===== config.mk =====
export PLATFORM = sky130hd
export DESIGN_NAME = load_store_issuer
export DESIGN_NICKNAME = d
export VERILOG_FILES = /design/src/rtl/load_store_pkg.sv /design/src/rtl/lsi_latency_counter.sv /design/src/rtl/load_store_issuer.sv
export SDC_FILE = /design/constraint.sdc
export NUM_CORES = 1
export LEC_CHECK = 0
export CAP_MARGIN = 20
export CELL_PAD_IN_SITES_DETAIL_PLACEMENT = 2
export CELL_PAD_IN_SITES_GLOBAL_PLACEMENT = 2
export CORE_MARGIN = 10
export CORE_UTILIZATION = 25
export CTS_CLUSTER_SIZE = 40
export DETAILED_ROUTE_END_ITERATION = 7
export GPL_TIMING_DRIVEN = 0
export PLACE_DENSITY = 0.89
export SYNTH_ARGS = -nofsm -noshare
export SYNTH_HDL_FRONTEND = slang
export SYNTH_SLANG_ARGS = --single-unit

===== constraint.sdc =====
create_clock -name clk -period 2.35 [get_ports clk]
set_input_delay 0.47 -clock clk [delete_from_list [all_inputs] [get_ports clk]]
set_output_delay 0.47 -clock clk [all_outputs]
set_load 0.1 [all_outputs]

===== src/rtl/load_store_pkg.sv =====
// Shared definitions for the load/store issuer and the LoadStoreUnit:
// funct3 encodings, issuer FSM state type and the funct3 legality check.
package load_store_pkg;

    localparam logic [2:0] LB  = 3'b000;
    localparam logic [2:0] LH  = 3'b001;
    localparam logic [2:0] LW  = 3'b010;
    localparam logic [2:0] LBU = 3'b100;
    localparam logic [2:0] LHU = 3'b101;
    localparam logic [2:0] SB  = 3'b000;
    localparam logic [2:0] SH  = 3'b001;
    localparam logic [2:0] SW  = 3'b010;

    typedef enum logic [1:0] {
        StIdle,
        StIssue,
        StWait,
        StResp
    } lsi_state_e;

    // Stores accept byte/half/word only; loads add the unsigned byte/half forms.
    function automatic logic funct3_legal(input logic we, input logic [2:0] f3);
        logic ok;
        ok = 1'b0;
        if (we) begin
            case (f3)
                SB, SH, SW: ok = 1'b1;
                default:    ok = 1'b0;
            endcase
        end else begin
            case (f3)
                LB, LH, LW, LBU, LHU: ok = 1'b1;
                default:              ok = 1'b0;
            endcase
        end
        return ok;
    endfunction

endpackage


===== src/rtl/lsi_latency_counter.sv =====
// Down-counter timing the load WAIT phase: loaded with the read latency,
// done_o marks the final wait cycle (count == 1).
module lsi_latency_counter #(
    parameter int unsigned Width = 4
) (
    input  logic             clk_i,
    input  logic             rst_ni,
    input  logic             load_i,
    input  logic [Width-1:0] load_val_i,
    input  logic             dec_i,
    output logic             done_o
);

    logic [Width-1:0] cnt_d, cnt_q;

    // Next count: load has priority, decrement saturates at zero.
    always_comb begin
        cnt_d = cnt_q;
        if (load_i) begin
            cnt_d = load_val_i;
        end else if (dec_i && (cnt_q != '0)) begin
            cnt_d = cnt_q - 1'b1;
        end
    end

    // Count register.
    always_ff @(posedge clk_i or negedge rst_ni) begin
        if (!rst_ni) begin
            cnt_q <= '0;
        end else begin
            cnt_q <= cnt_d;
        end
    end

    assign done_o = (cnt_q == Width'(1));

endmodule


===== src/rtl/load_store_issuer.sv =====
// Single-outstanding load/store issuer between the pipeline and the LoadStoreUnit.
// Optional LOAD_STORE_ISSUER_STATS_EN adds completed-response counters.
module load_store_issuer
    import load_store_pkg::*;
#(
    parameter int unsigned READ_LATENCY = 1,
    parameter int unsigned TAG_W        = 5
) (
    input  logic             clk,
    input  logic             rst_n,
    input  logic             req_valid,
    output logic             req_ready,
    input  logic [31:0]      req_addr,
    input  logic [31:0]      req_wdata,
    input  logic             req_we,
    input  logic [2:0]       req_funct3,
    input  logic [TAG_W-1:0] req_tag,
    output logic             rsp_valid,
    input  logic             rsp_ready,
    output logic [31:0]      rsp_data,
    output logic [TAG_W-1:0] rsp_tag,
    output logic             rsp_err,
    output logic             rsp_is_load,
`ifdef LOAD_STORE_ISSUER_STATS_EN
    output logic [31:0]      load_count,
    output logic [31:0]      store_count,
    output logic [31:0]      err_count,
`endif
    output logic [31:0]      lsu_address,
    output logic             lsu_wren,
    output logic [2:0]       lsu_funct3,
    output logic [31:0]      lsu_din,
    input  logic [31:0]      lsu_dout
);

    lsi_state_e state_d, state_q;
    logic       ready_en_q;
    logic       we_q;
    logic       accept, legal;
    logic       cnt_load, cnt_dec, cnt_done, capture;

    assign accept = req_valid && req_ready;
    assign legal  = funct3_legal(req_we, req_funct3);

    lsi_latency_counter #(
        .Width (4)
    ) u_wait_cnt (
        .clk_i      (clk),
        .rst_ni     (rst_n),
        .load_i     (cnt_load),
        .load_val_i (4'(READ_LATENCY)),
        .dec_i      (cnt_dec),
        .done_o     (cnt_done)
    );

    // Next-state logic and wait-timer control.
    always_comb begin
        state_d  = state_q;
        cnt_load = 1'b0;
        cnt_dec  = 1'b0;
        capture  = 1'b0;
        unique case (state_q)
            StIdle: begin
                if (accept) state_d = legal ? StIssue : StResp;
            end
            StIssue: begin
                if (we_q) begin
                    state_d = StResp;
                end else begin
                    state_d  = StWait;
                    cnt_load = 1'b1;
                end
            end
            StWait: begin
                if (cnt_done) begin
                    capture = 1'b1;
                    state_d = StResp;
                end else begin
                    cnt_dec = 1'b1;
                end
            end
            StResp: begin
                if (rsp_ready) state_d = StIdle;
            end
            default: state_d = StIdle;
        endcase
    end

    // State register; ready_en_q keeps req_ready low until the first edge after reset.
    always_ff @(posedge clk or negedge rst_n) begin
        if (!rst_n) begin
            state_q    <= StIdle;
            ready_en_q <= 1'b0;
        end else begin
            state_q    <= state_d;
            ready_en_q <= 1'b1;
        end
    end

    // Latch payload at acceptance; illegal requests leave the LSU-facing outputs untouched.
    always_ff @(posedge clk or negedge rst_n) begin
        if (!rst_n) begin
            lsu_address <= '0;
            lsu_funct3  <= '0;
            lsu_din     <= '0;
            we_q        <= 1'b0;
            rsp_data    <= '0;
            rsp_tag     <= '0;
            rsp_err     <= 1'b0;
            rsp_is_load <= 1'b0;
        end else if (accept) begin
            rsp_tag     <= req_tag;
            rsp_err     <= !legal;
            rsp_is_load <= !req_we;
            rsp_data    <= '0;
            if (legal) begin
                lsu_address <= req_addr;
                lsu_funct3  <= req_funct3;
                lsu_din     <= req_wdata;
                we_q        <= req_we;
            end
        end else if (capture) begin
            rsp_data <= lsu_dout;
        end
    end

    assign req_ready = ready_en_q && (state_q == StIdle);
    assign rsp_valid = (state_q == StResp);
    assign lsu_wren  = (state_q == StIssue) && we_q;

`ifdef LOAD_STORE_ISSUER_STATS_EN
    logic [31:0] load_cnt_q, store_cnt_q, err_cnt_q;

    // Count completed response handshakes by kind; errors are counted only as errors.
    always_ff @(posedge clk or negedge rst_n) begin
        if (!rst_n) begin
            load_cnt_q  <= '0;
            store_cnt_q <= '0;
            err_cnt_q   <= '0;
        end else if (rsp_valid && rsp_ready) begin
            if (rsp_err)          err_cnt_q   <= err_cnt_q + 32'd1;
            else if (rsp_is_load) load_cnt_q  <= load_cnt_q + 32'd1;
            else                  store_cnt_q <= store_cnt_q + 32'd1;
        end
    end

    assign load_count  = load_cnt_q;
    assign store_count = store_cnt_q;
    assign err_count   = err_cnt_q;
`endif

endmodule


[Word level (Yosys, flattened, before mapping)]
Cells that the tools add are included.
Word-level totals
  register bits after elaboration: 114
  output and inout bits: 109
  word-level logic and storage cells: 57
Cells by class
  add/sub/neg operators: 1
  eq/ne operators: 11
  multiplexer cells: 19
  reductions and logical operators: 15
Operator list (number)
  $mux 32: 2
  $mux 1: 10
  $mux 2: 4
  $mux 4: 2
  $pmux 2 s4: 1
  $eq 3x3->1 const B: 2
  $reduce_or 5->1: 1
  $eq 2x2->1 const B: 2
  $eq 4x1->1 const B: 1
  $logic_and 1x1->1: 4
  $ne 2x2->1 const B: 2
  $reduce_bool 2->1: 2
  $reduce_bool 4->1: 1
  $sub 4x1->4 const B: 1
  $eq 3x1->1 const B: 1
  $eq 3x2->1 const B: 1
  $logic_not 3->1: 1
  $reduce_and 3->1: 1
  $reduce_or 3->1: 1
  $eq 2x1->1 const B: 1
  $logic_not 1->1: 2
  $logic_not 2->1: 1
  $ne 2x1->1 const B: 1
  $reduce_and 2->1: 1

[Logic depth before layout (Yosys ltp)]
Gate-level depths: netlist of run 1.
  depth in word-level cells: 7
  mapped depth: 8

[By module]
From an unflattened synthesis of run 1, not the netlist that was laid out.
Unflattened totals
  cell total of the unflattened synthesis: 370
  area, all modules: 4616.9 µm²
Modules (own cells, without submodules)
  load_store_issuer: instances 1, cells an instance 341, area each 4334.2 µm², sequential area each 2752.6 µm²
  lsi_latency_counter: instances 1, cells an instance 29, area each 282.8 µm², sequential area each 100.1 µm²

[Worst setup path before layout of run 1]
Ideal clock, no wire load.
  path kind: flip-flop to flip-flop
  start: register state_q[0]
  end: register rsp_is_load
  setup time: 130 ps
  arrival time: 1908 ps
  required time: 2220 ps
  slack: 312 ps
  cell stages (with the launch flop): 7
  path buffers: 0
  cell sequence: dfrtp_1 -> inv_1 -> ha_1 -> and2_1 -> nand2_1 -> nand2_1 -> o21ai_0
On the way
  cells in the longest elaborated chain, start to end: 3
RTL lines
  start: declaration: line load_store_issuer.sv:36  | lsi_state_e state_d, state_q;
  start signal: assignment: line load_store_issuer.sv:92  | state_q <= StIdle;
  start signal: assignment: line load_store_issuer.sv:95  | state_q <= state_d;
  $logic_not 2->1: line load_store_issuer.sv:127  | assign req_ready = ready_en_q && (state_q == StIdle);
  $logic_and 1x1->1: line load_store_issuer.sv:127
  via req_ready: line load_store_issuer.sv:12  | output logic req_ready,
  $logic_and 1x1->1: line load_store_issuer.sv:42  | assign accept = req_valid && req_ready;
  end signal: assignment: line load_store_issuer.sv:114  | rsp_is_load <= !req_we;
  end: declaration: line load_store_issuer.sv:23  | output logic rsp_is_load,
The timed path passes the listed nets, and every way through them passes these cells.
A chain may end at the register's enable or synchronous reset.

[Worst setup path after layout of run 1]
  start: register state_q[1]
  end: output port lsu_wren
On the way
  cells in the longest elaborated chain, start to end: 2
RTL lines
  $eq 2x1->1: line load_store_issuer.sv:129  | assign lsu_wren = (state_q == StIssue) && we_q;
  $logic_and 1x1->1: line load_store_issuer.sv:129
  end: declaration: line load_store_issuer.sv:30  | output logic lsu_wren,
No other way between the ends.

==> summary.txt, run 1 <==
Run status
  • Status: complete, no violations

Detailed routing
  • Routed WL: 17700 um
  • DRT Pass-1 Iters: 4
  • Drt wl/cell: 21.0 um
  • Starting DRT DRC Count: 79
  • Vias per cell: 4.46
  • Routed vias: 3762
  • # DRC: 0
  • Antenna-violating nets left: 0

Place
  • Placed Area: 7110 um2
  • HPWL after detailed placement: 14000 um
  • PortBufs: 217
  • RePlAce Congestion: 0.780

Critical path
  • Slowest-stage cell, CP: dfrtp_1
  • Family with the most delay on the worst path: buffers and inverters
  • CP Class: flop to output port
  • Data required, critical path: 1880 ps
  • Worst EP arrival: 1700 ps
  • Crit path buffers/inverters: 2
  • Crit-path cells: inv_1, ha_1, and2_1, clkbuf_4
  • Slowest cell delay on critical path: 410 ps
  • CP Launch Type: flop
  • Worst Setup End Kind: output port
  • Crit Path Max Fanout: 4

Synthesis
  • Synth top area cells: dfrtp_1 62%, mux2_2 15%, nand2_1 6.7%
  • Post-Synthesis Cells: 364
  • Post-synth top area share: 0.617
  • Leading area contributor after synthesis: dfrtp_1
  • Post-synthesis async set-or-reset flop share: 1.00
  • Synthesized area: 4630 um2
  • Syn Area/Cell: 12.7 um2
  • Cell variety after synth: 31
  • Sequential element share of the synthesized area: 0.617
  • Number of synthesized register bits: 114
  • Post-synth EDFFs: 0
  • Synth warn: 0
  • Post-Syn Nets: 481
  • Top_reg_cell synth: dfrtp_1

Die
  • Core area: 18100 um2
  • Ports: 218
  • FP Rows: 49
  • Die Span Y: 156 um
  • Die ar.: 24300 um2
  • Die width: 156 um
  • Starting Density: 0.256

Clock tree
  • Clock slew seen by the registers of the worst setup and hold paths: 60 ps
  • Max clock buf depth: 2
  • CTS tree: done
  • H-tree depth: 4
  • CTS Buf Count: 17
  • Worst-Skew Late Latency: 410 ps
  • Root buf cell: clkbuf_16
  • Post-CTS Setup Bufs: 0
  • Sink Count: 114

Finish
  • Multi-input gate area: 1620 um2
  • Commonest cells after routing, fill and taps aside: 114 x dfrtp_1, 107 x clkdlybuf4s50_1, 106 x dlygate4sd2_1
  • Nets: 718
  • Commonest non-fill, non-tap cell in the layout: dfrtp_1
  • Area Overhead vs Synth: 63.7%
  • Sequential standard cell area: 2850 um2
  • Post-Layout Inst Area: 7570 um2
  • Fillcell total: 1897
  • Share of cells above drive strength 1: 0.199

Timing
  • Worst Skew: 5.67 ps
  • Final Critical Period: 2170 ps
  • Slew Viols, Final: 0
  • Final Hold Violating Endpoints: 0
  • Max Fclk: 0.461 GHz
  • Unrepaired setup endpoints after global routing: no
  • Slew margin rel.: 0.306
  • Worst slew pin tran: 1050 ps
  • Final-report setup violation count: 0
  • Final worst-path cycle share: 0.923

Flow run
  • MaxCap Viol Count: 0

Global routing
  • Initial antenna violation count: 0
  • GRT overflow: 0
  • Largest net degree at the start of global routing: 62
  • Number of global-route vias before repair: 4523
  • GRT Total Usage: 0.143
  • First-pass GRT wire length: 26900 um

Min path
  • Hold/Removal Path Class: primary input to asynchronous set/reset pin
[metal layers]
metal  GRT usage  up-vias  share of wire
met1       0.143     1910           0.37
li1            -     1700              -
met3      0.0664       13          0.090
met2       0.262      139           0.54
met4      0.0382        0         0.0091
met5           0        -              0
[state kept, by name, summed over array words and instances, names as in the netlist]
| name | count |
|---|---|
| lsu_address | 32 |
| lsu_din | 32 |
| lsu_funct3 | 3 |
| ready_en_q | 1 |
| rsp_data | 32 |
| rsp_err | 1 |
| rsp_is_load | 1 |
| rsp_tag | 5 |
| state_q | 2 |
| u_wait_cnt.cnt_q | 4 |
| we_q | 1 |
[final cells by class]
type / count / share of cell area
antenna: 1 / 0.000330
buffer: 18 / 0.0172
clock buffer: 18 / 0.0580
clock inverter: 14 / 0.0205
inverter: 5 / 0.00248
multi-input combinational: 227 / 0.214
sequential: 114 / 0.377
tap: 229 / 0.0378
timing repair buffer: 218 / 0.273
[synthesized netlist by cell type, types with 2 or more instances]
cell type	instances
a211oi_1	2
a21oi_1	34
and2_1	4
buf_1	3
buf_2	2
buf_4	5
buf_6	4
clkbuf_1	3
dfrtp_1	114
ha_1	8
inv_1	5
mux2_2	60
mux2_4	9
nand2_1	82
nand2b_1	2
nor2_1	6
nor2b_1	2
nor3_1	2
o21ai_0	2
o311a_1	2
xnor2_1	3
[final timing paths]
check | from | to | slack, ps | cells past startpoint
worst max-delay path | state_q[1] | lsu_wren | 180 | 4
worst min-delay path | rst_n | lsu_address[31] | 20 | 1
worst max register to register | state_q[0] | lsu_address[20] | 400 | 7
worst min register to register | rsp_tag[1] | rsp_tag[1] | 470 | 2
max in group asynchronous | rst_n | lsu_address[29] | 1640 | 2
min in group clk | rsp_tag[1] | rsp_tag[1] | 470 | 2
[logic make-up after synthesis]
logic type / Yosys count / synth area share
muxes: 69 / 0.175
DFF: 114 / 0.617
buffers and inverters: 23 / 0.0322
xor gates and xnor gates: 3 / 0.00568
AOI/OAI and AO/OA: 46 / 0.0590
adders and majority gates: 8 / 0.0216
other: 1 / 0.000811
and+or+nand+nor: 100 / 0.0887
[per-stage QoR]
step | setup TNS, ps | setup slack, ps | instances | util | hold slack (ps)
6_report | 0 | 182 | 844 | 0.419 | 15.9
5_1_grt | 0 | 31.6 | 843 | 0.419 | 36.1
4_1_cts | 0 | 36.4 | 843 | 0.418 | 21.1
3_5_place_dp | -424 | -220 | 811 | 0.393 | 467
3_3_place_gp | -407340 | -3580 | 810 | 0.392 | 465
2_1_floorplan | 0 | 312 | 364 | - | 174
[what timing repair did]
item	in CTS	in global routing
endpoints found under the hold margin	0	0
hold buffers	0	0
gates cloned	0	0
pin swaps	0	0
endpoints found under the setup margin	109	2
resized for setup	119	2
Power of run 1 is left out: the tool's default activity adds up to more than one toggle a clock period on the data nets, which glitch-free logic cannot reach.
==> run 2, diff against run 1 <==
CTS_BUF_LIST = sky130_fd_sc_hd__clkbuf_16   (was not set)
HOLD_SLACK_MARGIN = 0.06   (was not set)
==> run 2 against run 1 <==
  * Design area about the same
  * Critical endpoint unchanged
  * Sequential share of layout area hardly changed
  * Hold slack gained 460 ps
  * Final cell count stayed put
  * Highest routed layer unchanged
==> summary.txt, run 2 (synthesis gave the netlist of run 1 again) <==
Run status
  • Status: complete, no violations

Finish
  • Fillcell total: 1892 (-0.26%)
  • Nets: 719 (+0.14%)
  • Post-Layout Inst Area: 7570 um2 (about the same)
  • # diodes: 0 (-1)
  • Area Overhead vs Synth: 63.7% (about the same)
  • Commonest cells after routing, fill and taps aside: 114 x dfrtp_1, 107 x clkdlybuf4s50_1, 106 x dlygate4sd2_1
  • Post-layout util: 0.419 (about the same)
  • Largest regs: lsu_address (32), lsu_din (32), rsp_data (32)
  • Share of cells above drive strength 1: 0.197 (-0.00195)
  • Finished Layout Cells: 844 (unchanged)
  • Commonest non-fill, non-tap cell in the layout: dfrtp_1

Global routing
  • Met2 Use GR: 0.264 (+0.00163)
  • Number of global-route vias before repair: 4542 (+0.42%)
  • First-pass GRT wire length: 27000 um (+0.36%)
  • Initial antenna violation count: 0 (unchanged)
  • Met3 Track Usage GR: 0.0662 (-0.000276)
  • GR peak layer: met2
  • GRT overflow: 0 (unchanged)
  • GRT Total Usage: 0.144 (+0.000705)
  • Met1 usage in global routing: 0.144 (+0.000862)
  • Largest net degree at the start of global routing: 62 (unchanged)

Clock tree
  • Worst-Skew Late Latency: 410 ps (about the same)
  • Sink Count: 114 (unchanged)
  • CTS tree: done
  • Root buf cell: clkbuf_16
  • Max clock buf depth: 2 (unchanged)
  • H-tree depth: 4 (unchanged)
  • Clock slew seen by the registers of the worst setup and hold paths: 50 ps (about the same)
  • CTS Buf Count: 17 (unchanged)
  • Post-CTS Setup Bufs: 0 (unchanged)

Detailed routing
  • Starting DRT DRC Count: 72 (-8.9%)
  • Antenna-violating nets left: 0 (unchanged)
  • Drt wl/cell: 21.0 um (+0.33%)
  • Routed vias: 3745 (-0.45%)
  • Vias per cell: 4.44 (-0.45%)
  • # DRC: 0 (unchanged)
  • DRT Pass-1 Iters: 4 (unchanged)
  • Routed WL: 17800 um (+0.33%)

Critical path
  • CP Class: flop to output port
  • Reg2reg path depth: 7 (unchanged)
  • Crit path to: lsu_wren
  • Worst EP arrival: 1700 ps (about the same)
  • R2r startpoint: state_q[0]
  • FF-to-FF setup slack: 400 ps (about the same)
  • FF-to-FF End: lsu_address[23]
  • Data required, critical path: 1880 ps (about the same)
  • Crit path launch: state_q[1]
  • Worst Setup End Kind: output port
  • Crit Path Max Fanout: 4 (unchanged)
  • CP Launch Type: flop

Timing
  • Slew margin rel.: 0.303 (-0.00266)
  • Unrepaired setup endpoints after global routing: no
  • Worst slew pin tran: 1050 ps (+4.00 ps)
  • Final-report setup violation count: 0 (unchanged)
  • Final Critical Period: 2170 ps (-0.647 ps)
  • Hold slack final: 474 ps (+458 ps)
  • Max Fclk: 0.461 GHz (about the same)
  • Slew Viols, Final: 0 (unchanged)
  • Worst Skew: 5.49 ps (-0.175 ps)
  • Final worst-path cycle share: 0.922 (about the same)
  • Final Hold Violating Endpoints: 0 (unchanged)

Die
  • Starting Density: 0.256 (unchanged)
  • Core area: 18100 um2 (unchanged)
  • Die width: 156 um (unchanged)
  • FP Rows: 49 (unchanged)
  • Ports: 218 (unchanged)
  • Die ar.: 24300 um2 (unchanged)
  • Die Span Y: 156 um (unchanged)

Min path
  • Hold/Removal Path Class: flop to flop

Place
  • Placed Area: 7110 um2 (unchanged)
  • Placed cell count: 811 (unchanged)
  • PortBufs: 217 (unchanged)
  • RePlAce Congestion: 0.780 (unchanged)
  • HPWL after detailed placement: 14000 um (unchanged)

Flow run
  • MaxCap Viol Count: 0 (unchanged)
-- run 2: layout make-up --
type,instances,area (um2),share of cell area
buffer,18,130,0.0172
clock buffer,17,425,0.0562
inverter,5,18.8,0.00248
timing repair buffer,219,2070,0.274
sequential,114,2850,0.377
multi-input combinational,227,1620,0.215
clock inverter,15,159,0.0210
tap,229,287,0.0378
-- run 2: worst max-delay path, cell delays in order (launching register included) --
cell,delay [ps]
dfrtp_1,410
inv_1,150
ha_1,210
and2_1,170
clkbuf_4,350
-- run 2: metal layers --
layer / wire [um] / share of wire / up-vias
met3: 1580 / 0.089 / 15
met2: 9490 / 0.53 / 139
met1: 6480 / 0.36 / 1890
met5: 0 / 0 / -
met4: 213 / 0.012 / 0
li1: - / - / 1701
-- run 2: worst min path at each step --
stage	startpoint	endpoint	cells after the start	slack, ps
2_1_floorplan	rst_n	lsu_address[0]	0	170
3_3_place_gp	rsp_tag[1]	rsp_tag[1]	2	460
3_5_place_dp	rst_n	lsu_din[7]	1	470
4_1_cts	rsp_is_load	rsp_is_load	2	480
5_1_grt	rsp_is_load	rsp_is_load	2	510
6_report	rsp_tag[1]	rsp_tag[1]	2	470
-- run 2: timing repair --
action / in CTS / in global routing
hold endpoints to repair: 53 / 0
resized for setup: 119 / 2
hold buffers: 1 / 0
endpoints found under the setup margin: 109 / 2
-- run 2: metrics by stage --
step,worst slack (ps),TNS [ps]
floorplan,312,0
global placement,-3580,-407340
global route,31.6,0
CTS,36.4,0
detailed placement,-220,-424
finish,182,0
Power of run 2 is left out for the same reason.
